`src/rtl/mem_access_pkg.sv`:
```
// Shared op encodings, FSM states and byte-lane helpers for the MEM-stage memory initiator.
// Pure definitions: no logic, no latency, no flow control.
package mem_access_pkg;

    localparam logic [2:0] OP_LW  = 3'd0;
    localparam logic [2:0] OP_LH  = 3'd1;
    localparam logic [2:0] OP_LHU = 3'd2;
    localparam logic [2:0] OP_LB  = 3'd3;
    localparam logic [2:0] OP_LBU = 3'd4;
    localparam logic [2:0] OP_SW  = 3'd5;
    localparam logic [2:0] OP_SH  = 3'd6;
    localparam logic [2:0] OP_SB  = 3'd7;

    typedef enum logic [2:0] {
        ST_IDLE    = 3'd0,
        ST_FAULT   = 3'd1,
        ST_RD_WAIT = 3'd2,
        ST_WRITE   = 3'd3,
        ST_RESP    = 3'd4
    } state_t;

    localparam logic [31:0] BYTE_MASK = 32'h0000_00FF;
    localparam logic [31:0] HALF_MASK = 32'h0000_FFFF;

    // Big-endian byte 0 lives in bits 31:24, hence the inverted offset.
    function automatic logic [4:0] byte_shift(input logic [1:0] off, input logic big);
        return big ? {~off, 3'b000} : {off, 3'b000};
    endfunction

    function automatic logic [4:0] half_shift(input logic off_hi, input logic big);
        return big ? {~off_hi, 4'b0000} : {off_hi, 4'b0000};
    endfunction

    function automatic logic is_load(input logic [2:0] op);
        return op < OP_SW;
    endfunction

    function automatic logic is_misaligned(input logic [2:0] op, input logic [1:0] off);
        logic mis;
        case (op)
            OP_LW, OP_SW:         mis = (off != 2'b00);
            OP_LH, OP_LHU, OP_SH: mis = off[0];
            default:              mis = 1'b0;
        endcase
        return mis;
    endfunction

endpackage

```
`src/rtl/lane_formatter.sv`:
```
// Byte/halfword lane extract with sign/zero extension, and sub-word store merge.
// Purely combinational, no latency, no flow control.
module lane_formatter
    import mem_access_pkg::*;
#(
    parameter bit BIG_ENDIAN = 1'b1
) (
    input  logic [31:0] word_i,
    input  logic [2:0]  op_i,
    input  logic [1:0]  off_i,
    input  logic [31:0] wdata_i,
    output logic [31:0] load_o,
    output logic [31:0] merge_o
);

    logic [4:0]  bsh;
    logic [4:0]  hsh;
    logic [7:0]  bsel;
    logic [15:0] hsel;

    always_comb begin
        bsh  = byte_shift(off_i, BIG_ENDIAN);
        hsh  = half_shift(off_i[1], BIG_ENDIAN);
        bsel = 8'(word_i >> bsh);
        hsel = 16'(word_i >> hsh);

        case (op_i)
            OP_LW:   load_o = word_i;
            OP_LH:   load_o = {{16{hsel[15]}}, hsel};
            OP_LHU:  load_o = {16'h0000, hsel};
            OP_LB:   load_o = {{24{bsel[7]}}, bsel};
            OP_LBU:  load_o = {24'h00_0000, bsel};
            default: load_o = 32'h0000_0000;
        endcase

        case (op_i)
            OP_SB:   merge_o = (word_i & ~(BYTE_MASK << bsh)) | ((wdata_i & BYTE_MASK) << bsh);
            OP_SH:   merge_o = (word_i & ~(HALF_MASK << hsh)) | ((wdata_i & HALF_MASK) << hsh);
            OP_SW:   merge_o = wdata_i;
            default: merge_o = word_i;
        endcase
    end

endmodule

```
`src/rtl/mem_access_unit.sv`:
```
// One-at-a-time load/store initiator; loads and SB/SH take READ_LAT+1 cycles, SW and faults take 1.
// req_ready drops while a read is outstanding and is high again in the response cycle.
module mem_access_unit
    import mem_access_pkg::*;
#(
    parameter int unsigned READ_LAT   = 1,
    parameter bit          BIG_ENDIAN = 1'b1
) (
    input  logic        CLK,
    input  logic        RST,
    input  logic        req_valid,
    output logic        req_ready,
    input  logic [2:0]  req_op,
    input  logic [31:0] req_addr,
    input  logic [31:0] req_wdata,
    output logic        resp_valid,
    output logic [31:0] resp_rdata,
    output logic        resp_misalign,
    output logic [31:0] mem_A,
    output logic [31:0] mem_WD,
    output logic        mem_WE,
    input  logic [31:0] mem_RD
);

    localparam int unsigned CW = (READ_LAT < 2) ? 1 : $clog2(READ_LAT + 1);

    state_t          state_q, state_d;
    logic [2:0]      op_q, op_d;
    logic [1:0]      off_q, off_d;
    logic [31:0]     wdata_q, wdata_d;
    logic [31:0]     mem_a_q, mem_a_d;
    logic [31:0]     mem_wd_q, mem_wd_d;
    logic [31:0]     rdata_q, rdata_d;
    logic [CW-1:0]   cnt_q, cnt_d;

    logic            accept;
    logic            misalign_in;
    logic            rd_done;
    logic [31:0]     fmt_load;
    logic [31:0]     fmt_merge;

    assign accept      = req_valid && req_ready;
    assign misalign_in = is_misaligned(req_op, req_addr[1:0]);
    assign rd_done     = (state_q == ST_RD_WAIT) && (cnt_q == CW'(1));

    lane_formatter #(
        .BIG_ENDIAN (BIG_ENDIAN)
    ) u_fmt (
        .word_i  (mem_RD),
        .op_i    (op_q),
        .off_i   (off_q),
        .wdata_i (wdata_q),
        .load_o  (fmt_load),
        .merge_o (fmt_merge)
    );

    always_ff @(posedge CLK or posedge RST) begin
        if (RST) begin
            state_q <= ST_IDLE;
        end else begin
            state_q <= state_d;
        end
    end

    // Terminal states accept the next request directly so back-to-back ops leave no bubble.
    always_comb begin
        state_d = state_q;
        case (state_q)
            ST_RD_WAIT: begin
                if (rd_done) begin
                    state_d = is_load(op_q) ? ST_RESP : ST_WRITE;
                end
            end
            default: begin
                state_d = ST_IDLE;
                if (accept) begin
                    if (misalign_in) begin
                        state_d = ST_FAULT;
                    end else if (req_op == OP_SW) begin
                        state_d = ST_WRITE;
                    end else begin
                        state_d = ST_RD_WAIT;
                    end
                end
            end
        endcase
    end

    always_comb begin
        req_ready     = (state_q != ST_RD_WAIT);
        resp_valid    = (state_q == ST_FAULT) || (state_q == ST_WRITE) || (state_q == ST_RESP);
        resp_misalign = (state_q == ST_FAULT);
        resp_rdata    = (state_q == ST_RESP) ? rdata_q : 32'h0000_0000;
        mem_WE        = (state_q == ST_WRITE);
        mem_A         = mem_a_q;
        mem_WD        = mem_wd_q;
    end

    always_comb begin
        op_d     = op_q;
        off_d    = off_q;
        wdata_d  = wdata_q;
        mem_a_d  = mem_a_q;
        mem_wd_d = mem_wd_q;
        rdata_d  = rdata_q;
        cnt_d    = cnt_q;

        if (accept) begin
            op_d    = req_op;
            off_d   = req_addr[1:0];
            wdata_d = req_wdata;
            cnt_d   = CW'(READ_LAT);
            // A faulting access never reaches memory, so the address bus keeps its old value.
            if (!misalign_in) begin
                mem_a_d = {req_addr[31:2], 2'b00};
                if (req_op == OP_SW) begin
                    mem_wd_d = req_wdata;
                end
            end
        end else if (state_q == ST_RD_WAIT) begin
            cnt_d = cnt_q - CW'(1);
            if (rd_done) begin
                if (is_load(op_q)) begin
                    rdata_d = fmt_load;
                end else begin
                    mem_wd_d = fmt_merge;
                end
            end
        end
    end

    always_ff @(posedge CLK or posedge RST) begin
        if (RST) begin
            op_q     <= OP_LW;
            off_q    <= 2'b00;
            wdata_q  <= 32'h0000_0000;
            mem_a_q  <= 32'h0000_0000;
            mem_wd_q <= 32'h0000_0000;
            rdata_q  <= 32'h0000_0000;
            cnt_q    <= '0;
        end else begin
            op_q     <= op_d;
            off_q    <= off_d;
            wdata_q  <= wdata_d;
            mem_a_q  <= mem_a_d;
            mem_wd_q <= mem_wd_d;
            rdata_q  <= rdata_d;
            cnt_q    <= cnt_d;
        end
    end

endmodule

```
`config.mk`:
```
export PLATFORM = sky130hd
export DESIGN_NAME = mem_access_unit
export DESIGN_NICKNAME = d
export VERILOG_FILES = /design/src/rtl/mem_access_pkg.sv /design/src/rtl/lane_formatter.sv /design/src/rtl/mem_access_unit.sv
export SDC_FILE = /design/constraint.sdc
export NUM_CORES = 1
export LEC_CHECK = 0
export CAP_MARGIN = 10
export CORE_MARGIN = 3
export CORE_UTILIZATION = 49
export CTS_BUF_LIST = sky130_fd_sc_hd__clkbuf_16
export CTS_CLUSTER_SIZE = 12
export DETAILED_ROUTE_END_ITERATION = 16
export MAX_ROUTING_LAYER = met4
export PLACE_DENSITY = 0.93
export SLEW_MARGIN = 20
export SYNTH_ARGS = -nofsm -noshare
export SYNTH_HDL_FRONTEND = slang
export SYNTH_SLANG_ARGS = --single-unit
```
`constraint.sdc`:
```
create_clock -name CLK -period 5.63 [get_ports CLK]
set_clock_uncertainty 0.15 [all_clocks]
set_input_delay 0.563 -clock CLK [delete_from_list [all_inputs] [get_ports CLK]]
set_output_delay 0.563 -clock CLK [all_outputs]
set_load 0.01 [all_outputs]
```
=== After elaboration in Yosys (flattened, before gate mapping) ===
Cells that the tools add are included.
Widths: inputs -> output; s select.

* Register bits: 135
* Input port bits: 102
* Logic and storage cells: 78

* Add/subtract/negate cells: 1
* Magnitude comparators: 1
* Equality and inequality tests: 20
* Shift-type cells: 6
* Mux-type cells: 18
* Bitwise gates (word level): 10
* Reduce and logical (&&, ||, !) cells: 14

{| class="wikitable"
|+ Operator list
! operator !! count
|-
| $mux 32 || 7
|-
| $pmux 32 s5 || 1
|-
| $pmux 32 s3 || 1
|-
| $and 32x32->32 || 2
|-
| $not 32->32 || 2
|-
| $or 32x32->32 || 2
|-
| $shl 16x5->32 || 1
|-
| $shl 16x5->32 const A || 1
|-
| $shl 8x5->32 || 1
|-
| $shl 8x5->32 const A || 1
|-
| $shr 32x5->16 || 1
|-
| $shr 32x5->8 || 1
|-
| $eq 3x3->1 const B || 7
|-
| $eq 3x2->1 const B || 5
|-
| $eq 3x1->1 const B || 3
|-
| $mux 3 || 3
|-
| $logic_not 3->1 || 2
|-
| $ne 2x2->1 const B || 3
|-
| $reduce_bool 2->1 || 3
|-
| $reduce_and 5->1 || 1
|-
| $mux 2 || 2
|-
| $reduce_and 4->1 || 1
|-
| $lt 3x3->1 const B || 1
|-
| $mux 1 || 3
|-
| 11 further kinds || 15
|}

=== Longest topological paths before layout ===
Gate-level depths: netlist of run 1.

* Word-level depth: 10
* Gate-level depth with buffers: 8
* Gate-level depth less buffers: 5

=== By module ===
A second synthesis of run 1 with hierarchy kept.

* Cell total of the unflattened synthesis: 899
* Area, all modules: 8578.2 µm²

{| class="wikitable"
|+ By module, submodules not included
! module !! instances !! cells an instance !! area each (µm²)
|-
| mem_access_unit || 1 || 459 || 5930.7
|-
| lane_formatter || 1 || 440 || 2647.5
|}

=== Worst setup path before layout of run 1 ===
OpenSTA, ideal clock, no wires.

* Path type: input-to-reg
* Start point: input mem_RD[7]
* End point: register rdata_q[17]
* Arrival time: 1.767 ns
* Data required time: 5.358 ns
* Setup slack: 3.590 ns
* Stages on the path: 6
* Path buffers: 1
* Cells stage by stage: mux4_2 > and2_1 > o22a_1 > nor2_2 > buf_4 > a21oi_1

* Cells in the longest elaborated chain, start to end: 2

{| class="wikitable"
|+ RTL lines
! element !! RTL line !! source
|-
| start, declared || mem_access_unit.sv:22 || <nowiki>input logic [31:0] mem_RD</nowiki>
|-
| $shr 32x5->8 || lane_formatter.sv:24 || <nowiki>bsel = 8'(word_i >> bsh);</nowiki>
|-
| $pmux 32 s5 || lane_formatter.sv:27 || <nowiki>case (op_i)</nowiki>
|-
| end signal, assigned || mem_access_unit.sv:147 || <nowiki>rdata_q <= rdata_d;</nowiki>
|-
| end, declared || mem_access_unit.sv:33 || <nowiki>logic [31:0] rdata_q, rdata_d;</nowiki>
|}

No other way between the ends.
A chain may end at the register's enable or synchronous reset.

=== Worst setup path after layout of run 1 ===
* Start point: register op_q[1]
* End point: register mem_wd_q[3], in the netlist mem_WD[3]

* Cells in the longest elaborated chain, start to end: 6
* Elaborated cells on any way between the ends: 11
* Classes of those cells: order compare: 1; eq/ne: 4; mux: 5; reduce/logical: 1

{| class="wikitable"
|+ RTL lines
! element !! RTL line !! source
|-
| start, declared || mem_access_unit.sv:28 || <nowiki>logic [2:0] op_q, op_d;</nowiki>
|-
| start signal, assigned || mem_access_unit.sv:142 || <nowiki>op_q <= op_d;</nowiki>
|-
| $eq 3x3->1 || lane_formatter.sv:36 || <nowiki>case (op_i)</nowiki>
|-
| $pmux 32 s3 || lane_formatter.sv:36 ||
|-
| $mux 32 || mem_access_unit.sv:123 || <nowiki>if (is_load(op_q)) begin</nowiki>
|-
| $mux 32 || mem_access_unit.sv:122 || <nowiki>if (rd_done) begin</nowiki>
|-
| $mux 32 || mem_access_unit.sv:120 || <nowiki>end else if (state_q == ST_RD_WAIT) begin</nowiki>
|-
| $mux 32 || mem_access_unit.sv:108 || <nowiki>if (accept) begin</nowiki>
|-
| end signal, assigned || mem_access_unit.sv:146 || <nowiki>mem_wd_q <= mem_wd_d;</nowiki>
|-
| end, declared || mem_access_unit.sv:32 || <nowiki>logic [31:0] mem_wd_q, mem_wd_d;</nowiki>
|}

Parallel ways exist; a longest one is shown, timed or not. The select of a mux whose other input is x is not followed.

==> metrics.md, run 1 <==
| Metric | Value |
|---|---|
| Status | `finished, final reports clean` |
| Finished Core Util | `0.6911` |
| Share of flip-flops with an asynchronous set or reset | `1.000` |
| Avg Inst Size Synth | `9.195 µm²` |
| Port Buf Inserts | `199` |
| Crit-path max FO | `30` |
| Synth Register Bits | `135` |
| Sequential cell area | `3378 µm²` |
| CTS max path bufs | `2` |
| Root Buffer | `clkbuf_16` |
| Final Total Pwr | `5.688 mW` |
| Number of remaining DRC errors | `0` |
| Final ANT Viol Nets | `0` |
| Area of the multi-input gates | `3437 µm²` |
| Mapped Cells | `780` |
| Top-count cell post-synth | `dfrtp_1` |
| Clock Pin Slew Worst Setup and Hold Paths | `0.05 ns` |
| Ys Warns | `0` |
| Ant. Diodes | `0` |
| Post-synth EDFFs | `0` |
| Final instance area | `9742 µm²` |
| Unrepaired setup endpoints after global routing | `no` |
| Setup crit start | `op_q[1]$_DFFE_PP0P_` |
| Top Ports | `202` |
| Sequential area share after synthesis | `0.4710` |
| WHS | `0.3300 ns` |
| CTS tree | `yes` |
| Dpl cells | `1,110` |
| Hold Vio Cnt, Final | `0` |
| Die Y | `127.0 µm` |
| Layout Nets | `1,051` |
| Fin Setup TNS | `0 ns` |
| Pleak | `4.010 nW` |
| Final min period | `2.862 ns` |
| Total wire length | `23,500 µm` |
| Max-slew headroom | `0.2583` |
| Final setup viols | `0` |
| CTS HTree Levels | `4` |
| Largest cells by area after synthesis | `dfrtp_1 (47%), nand2_1 (6.2%), a21oi_1 (4.2%), nor2_1 (4.1%), mux2_2 (3.9%)` |
| Vias in the first global route | `6,973` |
| Area Overhead vs Synth | `35.83%` |
| Clock Sink Count | `135` |
| Top FF cell, synth | `dfrtp_1` |
| Commonest cells in the synthesized netlist | `dfrtp_1 (135), nand2_1 (119), nor2_1 (79)` |
| Row cnt | `43` |
| Hold Crit Start | `mem_WD[0]$_DFFE_PP0P_` |
| GP Congestion | `0.9736` |
| CP Launch Type | `flop` |
| Vias post-DR | `7,048` |
| Total CTS buffers | `17` |
| Grt total ovfl | `0` |
| Tcrit/Tclk final | `0.5084` |
| Post-DP HPWL | `16,450 µm` |
| Crit path arrival time | `3.05 ns` |
| Worst-Margin Slew | `1.106 ns` |
| Fmax | `349.4 MHz` |
| Placed cell area | `9174 µm²` |
| Drt wl/cell | `20.60 µm` |
| Starting DRT DRC Count | `734` |
| Reg-to-Reg Start | `op_q[1]$_DFFE_PP0P_` |
| Postcts setup bufs | `0` |
| Total Routing Usage GR | `0.3003` |
| DIE WIDTH | `127.0 µm` |
| Drt pass-1 iters | `6` |
| Maximum vdd drop | `0.3262 mV` |
| Nature of the critical path endpoint | `flop` |
| CP required | `5.82 ns` |
| Number of max-cap violations | `0` |
| Placeable Area | `14,100 µm²` |
| First-pass GRT wire length | `37,000 µm` |
| Share of layout cells above drive strength 1 | `0.08325` |
| Fin. max-slew vios | `0` |
| Skew-Pair Late Insertion Delay | `0.42 ns` |
| PwrDens | `583.9 nW/µm²` |
| Hold WC Path Type | `reg2reg` |
| Syn Std Cell Area | `7172 µm²` |
| Setup CP Type | `reg2reg` |
| Post-synthesis cell type count | `51` |
| Fin cells | `1,141` |
| Vias per cell | `6.177` |
| Post-synth top area share | `0.4710` |
| Slack of the critical path | `2.768 ns` |
| Hold buffer count at cts | `0` |
| Pre-CTS WS | `2.610 ns` |
| Post-CTS sizing | `0` |
| Starting Density | `0.5088` |
| Die Area | `16,120 µm²` |
| Antenna violations before repair | `0` |
| Largest area contributor in the netlist | `dfrtp_1` |
| Pin count of the biggest net entering global routing | `67` |
| # fillers | `1,046` |
final cells by class:
class,instances,area share
Tap cell,180,0.02312
Timing Repair Buffer,210,0.2129
Inverter,15,0.006036
Clock inverter,14,0.01464
Sequential cell,135,0.3468
Multi-Input combinational cell,570,0.3528
Clock buffer,17,0.04367
metal layers:
| layer | vias to the layer above | part of all wire | wire [µm] | global-route usage |
|---|---|---|---|---|
| met2 | 467 | 0.47 | 11140 | 0.4592 |
| met1 | 3351 | 0.38 | 8899 | 0.3739 |
| met4 | 0 | 0.045 | 1062 | 0.1375 |
| met3 | 114 | 0.10 | 2401 | 0.08319 |
| li1 | 3116 | - | - | - |
| met5 | - | 0 | 0 | - |
cells by family (layout without fill, tap and decap cells):
kind of cell,Yosys count,after routing,synth area share
AO/OA/AOI/OAI,222,222,0.2018
buffers and inverters,76,256,0.05129
flip-flops,135,135,0.4710
multiplexers,53,53,0.08444
other,1,2,0.0005229
AND/OR/NAND/NOR,293,293,0.1909
placed cells by master (no fill, tap or decap), types with 17 or more instances in the layout:
master,n
nand2_1,119
a21oi_1,60
mux2i_1,20
clkdlybuf4s50_1,199
dfrtp_1,135
a31oi_1,30
o221ai_1,30
o21ai_0,38
and2_1,35
mux2_2,25
nor2_1,78
clkbuf_16,17
worst paths after layout:
path / to / depth (start not counted) / slack [ns]
min in group asynchronous: mem_A[14]$_DFFE_PP0P_ / 2 / 0.35
hold reg to reg: mem_WD[0]$_DFFE_PP0P_ / 2 / 0.33
setup reg to reg: mem_WD[3]$_DFFE_PP0P_ / 5 / 2.77
hold / removal: mem_WD[0]$_DFFE_PP0P_ / 2 / 0.33
setup / recovery: mem_WD[3]$_DFFE_PP0P_ / 5 / 2.77
max in group asynchronous: wdata_q[13]$_DFFE_PP0P_ / 3 / 3.91
registers in the layout, indices dropped and copies added (netlist names):
register and count:
rdata_q 32, off_q 2, cnt_q 1, op_q 3, state_q 3, wdata_q 32, mem_WD 32, mem_A 30
critical path: stages, from the launching register on:
cell      delay [ns]
dfrtp_1         0.73
inv_1           0.61
a21oi_2         0.54
nand2b_1        0.38
a211oi_1        0.16
o21ai_0         0.20
report_power, final:
group / total, mW / internal [mW] / switching, mW
combinational: 2.76 / 1.27 / 1.50
clock: 1.09 / 0.680 / 0.409
sequential: 1.84 / 1.45 / 0.387
Note: power is estimated with default switching activity, not from simulation.
==> run 2: changes to the inputs <==
==> constraint.sdc (replaced) <==
create_clock -name CLK -period 2.66 [get_ports CLK]
set_clock_uncertainty 0.15 [all_clocks]
set_input_delay 0.266 -clock CLK [delete_from_list [all_inputs] [get_ports CLK]]
set_output_delay 0.266 -clock CLK [all_outputs]
set_load 0.01 [all_outputs]
==> run 2 against run 1 <==
Highest routed layer unchanged. Global-route usage rose by 1.6 points. Die area did not move. Via count rose by 2.1%. Critical endpoint is now resp_rdata[11]. Sequential share of layout area fell by 1.1 points. Non-clock buffer count rose by 33. Hold slack got worse by 0.26 ns. Critical path type is now reg2out. Largest power group unchanged. Final area rose by 3.3%. Total power rose by 120%. First-iteration DRC count fell by 3.0%.
==> metrics.md, run 2 (synthesis results as in run 1) <==
| Metric | Value |
|---|---|
| Die Y | `127.0 µm` |
| Final ANT Viol Nets | `0` |
| Clock power share | `0.186` |
| CTS max path bufs | `2` |
| Nature of the critical path endpoint | `output pin` |
| Maximum vdd drop | `0.5992 mV` |
| CTS tree | `yes` |
| PwrDens | `1227 nW/µm²` |
| Row cnt | `43` |
| Total Routing Usage GR | `0.3166` |
| Final setup viols | `0` |
| Vias in the first global route | `7,280` |
| Ant. Diodes | `0` |
| Fmax | `406.0 MHz` |
| Pleak | `4.200 nW` |
| Hold WC Path Type | `in2async` |
| Drt pass-1 iters | `5` |
| Number of max-cap violations | `0` |
| Clock Pin Slew Worst Setup and Hold Paths | `0.06 ns` |
| First-pass GRT wire length | `38,920 µm` |
| Root Buffer | `clkbuf_16` |
| Sw Share | `0.3981` |
| Vias per cell | `6.129` |
| Final instance area | `10,070 µm²` |
| CP required | `2.24 ns` |
| Final min period | `2.463 ns` |
| CP Launch Type | `flop` |
| Grt total ovfl | `0` |
| Status | `finished, final reports clean` |
| Commonest non-fill, non-tap cell in the layout | `clkdlybuf4s50_1` |
| Starting DRT DRC Count | `712` |
| Slack of the critical path | `0.1972 ns` |
| Top Ports | `202` |
| Uppermost layer routed | `met4` |
| Skew-Pair Late Insertion Delay | `0.42 ns` |
| Cell-internal power | `7.438 mW` |
| WL met3 | `2623 µm` |
| Pin count of the biggest net entering global routing | `57` |
| Max-slew headroom | `0.4921` |
| DIE WIDTH | `127.0 µm` |
| Placeable Area | `14,100 µm²` |
| Worst-Margin Slew | `0.7619 ns` |
| Tcrit/Tclk final | `0.9259` |
| Switch Pwr | `4.919 mW` |
| Clock Sink Count | `135` |
| Antenna violations before repair | `0` |
| Crit-path max FO | `33` |
| Hold Vio Cnt, Final | `0` |
| Most frequent cells in the layout | `clkdlybuf4s50_1 (199), dfrtp_1 (135), nand2_1 (119), nor2_1 (78), a21oi_1 (60)` |
| M1 WL | `9257 µm` |
| CTS HTree Levels | `4` |
| Placed cell area | `9498 µm²` |
| Fin. max-slew vios | `0` |
| Post-DP HPWL | `17,290 µm` |
| Layout Nets | `1,084` |
| Number of remaining DRC errors | `0` |
| Combinational fraction of design power | `0.498` |
| Share of layout cells above drive strength 1 | `0.1137` |
| Setup CP Type | `reg2out` |
| GP Congestion | `0.9739` |
| Unrepaired setup endpoints after global routing | `no` |
| Total wire length | `24,630 µm` |
| Starting Density | `0.5088` |
| Vias post-DR | `7,196` |
| Die Area | `16,120 µm²` |
| Port Buf Inserts | `199` |
| Met2 wire length | `11,610 µm` |
| Drt wl/cell | `20.98 µm` |
| Pre-CTS WS | `0.2728 ns` |
| Crit path arrival time | `2.05 ns` |
| Fin Setup TNS | `0 ns` |
| Total CTS buffers | `17` |
| Area Overhead vs Synth | `40.37%` |
| Sequential power share | `0.316` |
-- run 2: changes by cell type in the layout (fill, tap and decap cells not counted) --
cell / before / now
inv_1: 16 / 17
clkinv_1: 4 / 3
o21ai_1: 8 / 9
o21ai_0: 38 / 37
buf_4: 11 / 38
clkinv_4: 0 / 1
buf_12: 0 / 6
inv_4: 1 / 0
-- run 2: what timing repair did --
item,4_1_cts,5_1_grt
setup endpoints to repair,0,3
gates resized for setup,0,1
hold buffers,0,0
setup buffers,0,0
-- run 2: layout make-up --
type / instances / area [µm²]
fill: 1016 / 4029
multi-input combinational: 570 / 3437
sequential: 135 / 3378
timing repair buffer: 243 / 2397
clock buffer: 17 / 425.4
tap: 180 / 225.2
clock inverter: 14 / 143.9
inverter: 15 / 60.06
-- run 2: worst paths after layout --
kind / from / to / slack [ns] / depth (start not counted)
setup / recovery: state_q[1]$_DFFE_PP0P_ / resp_rdata[11] / 0.20 / 4
hold / removal: RST / mem_WD[3]$_DFFE_PP0P_ / 0.07 / 2
max in group asynchronous: RST / rdata_q[12]$_DFFE_PP0P_ / 1.66 / 3
hold reg to reg: wdata_q[29]$_DFFE_PP0P_ / wdata_q[29]$_DFFE_PP0P_ / 0.34 / 2
min in group CLK: req_wdata[3] / wdata_q[3]$_DFFE_PP0P_ / 0.26 / 3
setup reg to reg: op_q[0]$_DFFE_PP0P_ / rdata_q[4]$_DFFE_PP0P_ / 0.21 / 6
-- run 2: critical path: stages, from the launching register on --
cell	delay [ns]
dfrtp_1	0.44
nor3b_2	0.18
buf_4	0.28
and2_1	0.18
clkdlybuf4s50_1	0.54
-- run 2: metal layers --
| metal | GRT usage | vias up |
|---|---|---|
| li1 | - | 3172 |
| met1 | 0.3941 | 3431 |
| met4 | 0.1457 | 0 |
| met3 | 0.09448 | 113 |
| met2 | 0.4785 | 480 |
| met5 | - | - |
-- run 2: through the flow --
| stage | hold slack (ns) | power, mW | instances | utilization |
|---|---|---|---|---|
| floorplan | 0.2214 | 7.238 | 781 | - |
| global placement | 0.3142 | 9.636 | 1143 | 0.6738 |
| detailed placement | 0.3203 | 9.868 | 1143 | 0.6738 |
| CTS | 0.07676 | 12.29 | 1174 | 0.7142 |
| global route | 0.09544 | 13.07 | 1174 | 0.7142 |
| finish | 0.07323 | 12.36 | 1174 | 0.7142 |
-- run 2: power by group through the flow --
stage / clock (mW) / combinational (mW) / sequential, mW
2_1_floorplan: 0 / 3.48 / 3.76
3_3_place_gp: 0 / 5.82 / 3.81
3_5_place_dp: 0 / 5.99 / 3.88
4_1_cts: 2.31 / 6.10 / 3.87
5_1_grt: 2.41 / 6.66 / 4.01
6_report: 2.30 / 6.15 / 3.91
==> run 3: changes to the inputs <==
--- a/config.mk
+++ b/config.mk
@@ -6,7 +6,7 @@
 export NUM_CORES = 1
 export LEC_CHECK = 0
 export CAP_MARGIN = 10
-export CORE_MARGIN = 3
+export CORE_MARGIN = 2
 export CORE_UTILIZATION = 49
 export CTS_BUF_LIST = sky130_fd_sc_hd__clkbuf_16
 export CTS_CLUSTER_SIZE = 12
==> run 3 against run 2 <==
Count of clock-buffer cells in the layout unchanged. Routed wire length decreased by 4.6%. Sequential power about the same. Critical path type unchanged. Critical endpoint is now resp_rdata[29]. Largest cell class unchanged.
==> metrics.md, run 3 (synthesis results as in run 1) <==
| Metric | Value |
|---|---|
| Area of the multi-input gates | `3437 µm²` |
| Max-slew headroom | `0.5413` |
| Sequential power share | `0.320` |
| CTS HTree Levels | `4` |
| Die Area | `15,620 µm²` |
| Met2 Use GR | `0.4719` |
| Total Routing Usage GR | `0.3116` |
| CP required | `2.24 ns` |
| Ant. Diodes | `0` |
| Tcrit/Tclk final | `0.9188` |
| Crit-path max FO | `33` |
| Combinational fraction of design power | `0.505` |
| # fillers | `1,069` |
| Slack of the critical path | `0.2159 ns` |
| Root Buffer | `clkbuf_16` |
| Status | `finished, final reports clean` |
| Commonest non-fill, non-tap cell in the layout | `clkdlybuf4s50_1` |
| Port Buf Inserts | `199` |
| Grt peak-use layer | `met2` |
| Pin count of the biggest net entering global routing | `72` |
| Pre-CTS WS | `0.2366 ns` |
| Sw Share | `0.4033` |
| Cell-internal power | `7.246 mW` |
| GP Congestion | `0.9989` |
| Fin. max-slew vios | `0` |
| Total CTS buffers | `17` |
| Drt wl/cell | `19.95 µm` |
| Top Ports | `202` |
| Hold buffer count at cts | `0` |
| Number of max-cap violations | `0` |
| DIE WIDTH | `125.0 µm` |
| Starting Density | `0.4972` |
| Clock Sink Count | `135` |
| Vias per cell | `6.050` |
| CTS tree | `yes` |
| Total wire length | `23,500 µm` |
| Fmax | `409.2 MHz` |
| Fin Setup TNS | `0 ns` |
| Drt pass-1 iters | `5` |
| Vias post-DR | `7,127` |
| Unrepaired setup endpoints after global routing | `no` |
| Antenna violations before repair | `0` |
| Most frequent cells in the layout | `clkdlybuf4s50_1 (199), dfrtp_1 (135), nand2_1 (119), nor2_1 (78), a21oi_1 (60)` |
| Placeable Area | `14,420 µm²` |
| Sequential cell area | `3378 µm²` |
| PwrDens | `1212 nW/µm²` |
| Final instance area | `10,020 µm²` |
| Post-DP HPWL | `16,800 µm` |
| CP max-delay cell | `clkdlybuf4s50_1` |
| Starting DRT DRC Count | `702` |
| Final setup viols | `0` |
| Row cnt | `44` |
| Maximum vdd drop | `0.6982 mV` |
| Hold WC Path Type | `in2async` |
| Share of layout cells above drive strength 1 | `0.1127` |
| Clock power share | `0.175` |
| Final ANT Viol Nets | `0` |
| Die Y | `125.0 µm` |
| Vias in the first global route | `6,918` |
| Skew-Pair Late Insertion Delay | `0.42 ns` |
| Switch Pwr | `4.898 mW` |
| CTS max path bufs | `2` |
| Clock Pin Slew Worst Setup and Hold Paths | `0.06 ns` |
| Number of remaining DRC errors | `0` |
| First-pass GRT wire length | `37,140 µm` |
| Crit path arrival time | `2.03 ns` |
| Pleak | `4.168 nW` |
| CP max stage delay | `0.54 ns` |
| Worst-Margin Slew | `0.6881 ns` |
| Hold Vio Cnt, Final | `0` |
| Layout Nets | `1,083` |
| M3 GR Usage | `0.06418` |
| Cells along the critical path | `nor3b_2 -> buf_4 -> and2_1 -> clkdlybuf4s50_1` |
| Placed cell area | `9495 µm²` |
| Post-CTS sizing | `0` |
| Setup CP Type | `reg2out` |
| Nature of the critical path endpoint | `output pin` |
| Grt met1 use | `0.4072` |
| CP Launch Type | `flop` |
| Grt total ovfl | `0` |
| Area Overhead vs Synth | `39.69%` |
| Final min period | `2.444 ns` |
| Postcts setup bufs | `0` |
## run 3: cell types whose count changed in the layout (fill, tap and decap cells not counted)
cell | before | now
bufinv_16 | 3 | 1
clkinv_1 | 3 | 5
clkinvlp_4 | 2 | 4
a31o_1 | 1 | 0
a31o_2 | 2 | 3
buf_4 | 38 | 37
clkinv_4 | 1 | 0
o21ai_0 | 37 | 38
o21ai_1 | 9 | 8
## run 3: power groups by stage
stage / combinational (mW) / clock (mW) / sequential, mW
floorplan: 3.48 / 0 / 3.76
global placement: 5.80 / 0 / 3.82
detailed placement: 6.00 / 0 / 3.87
CTS: 6.07 / 2.14 / 3.85
global route: 6.60 / 2.22 / 4.00
finish: 6.14 / 2.12 / 3.89
## run 3: area by class of cell
class	instances	area share
clock inverter	15	0.009741
timing repair buffer	242	0.2385
tap	184	0.02298
clock buffer	17	0.04246
multi-input combinational	570	0.3431
sequential	135	0.3372
inverter	15	0.005995
## run 3: per-stage QoR
stage | utilization | total power, mW | instances | hold WS, ns
floorplan | - | 7.238 | 781 | 0.2214
global placement | 0.6583 | 9.622 | 1146 | 0.3172
detailed placement | 0.6583 | 9.863 | 1146 | 0.3135
CTS | 0.6946 | 12.06 | 1178 | 0.05844
global route | 0.6946 | 12.82 | 1178 | 0.1114
finish | 0.6946 | 12.14 | 1178 | 0.05974
## run 3: final timing paths
kind	cells past startpoint	endpoint	slack, ns	startpoint
worst max-delay path	4	resp_rdata[29]	0.22	state_q[0]$_DFFE_PP0P_
worst min-delay path	2	wdata_q[3]$_DFFE_PP0P_	0.06	RST
worst max register to register	5	rdata_q[2]$_DFFE_PP0P_	0.32	op_q[0]$_DFFE_PP0P_
worst min register to register	2	wdata_q[24]$_DFFE_PP0P_	0.34	wdata_q[24]$_DFFE_PP0P_
max in group asynchronous	3	rdata_q[19]$_DFFE_PP0P_	1.59	RST
min in group CLK	3	wdata_q[3]$_DFFE_PP0P_	0.25	req_wdata[3]
## run 3: per-layer routing
layer / share of wire / wire (µm)
met1: 0.39 / 9150
met4: 0.043 / 1020
met2: 0.47 / 10980
met5: 0 / 0
met3: 0.10 / 2348
## run 3: worst max-delay path, delay by kind of cell, from the launching register on
| family | cells | cell delay [ns] |
|---|---|---|
| buffers and inverters | 2 | 0.82 |
| flip-flops | 1 | 0.41 |
| AND/OR/NAND/NOR | 2 | 0.36 |
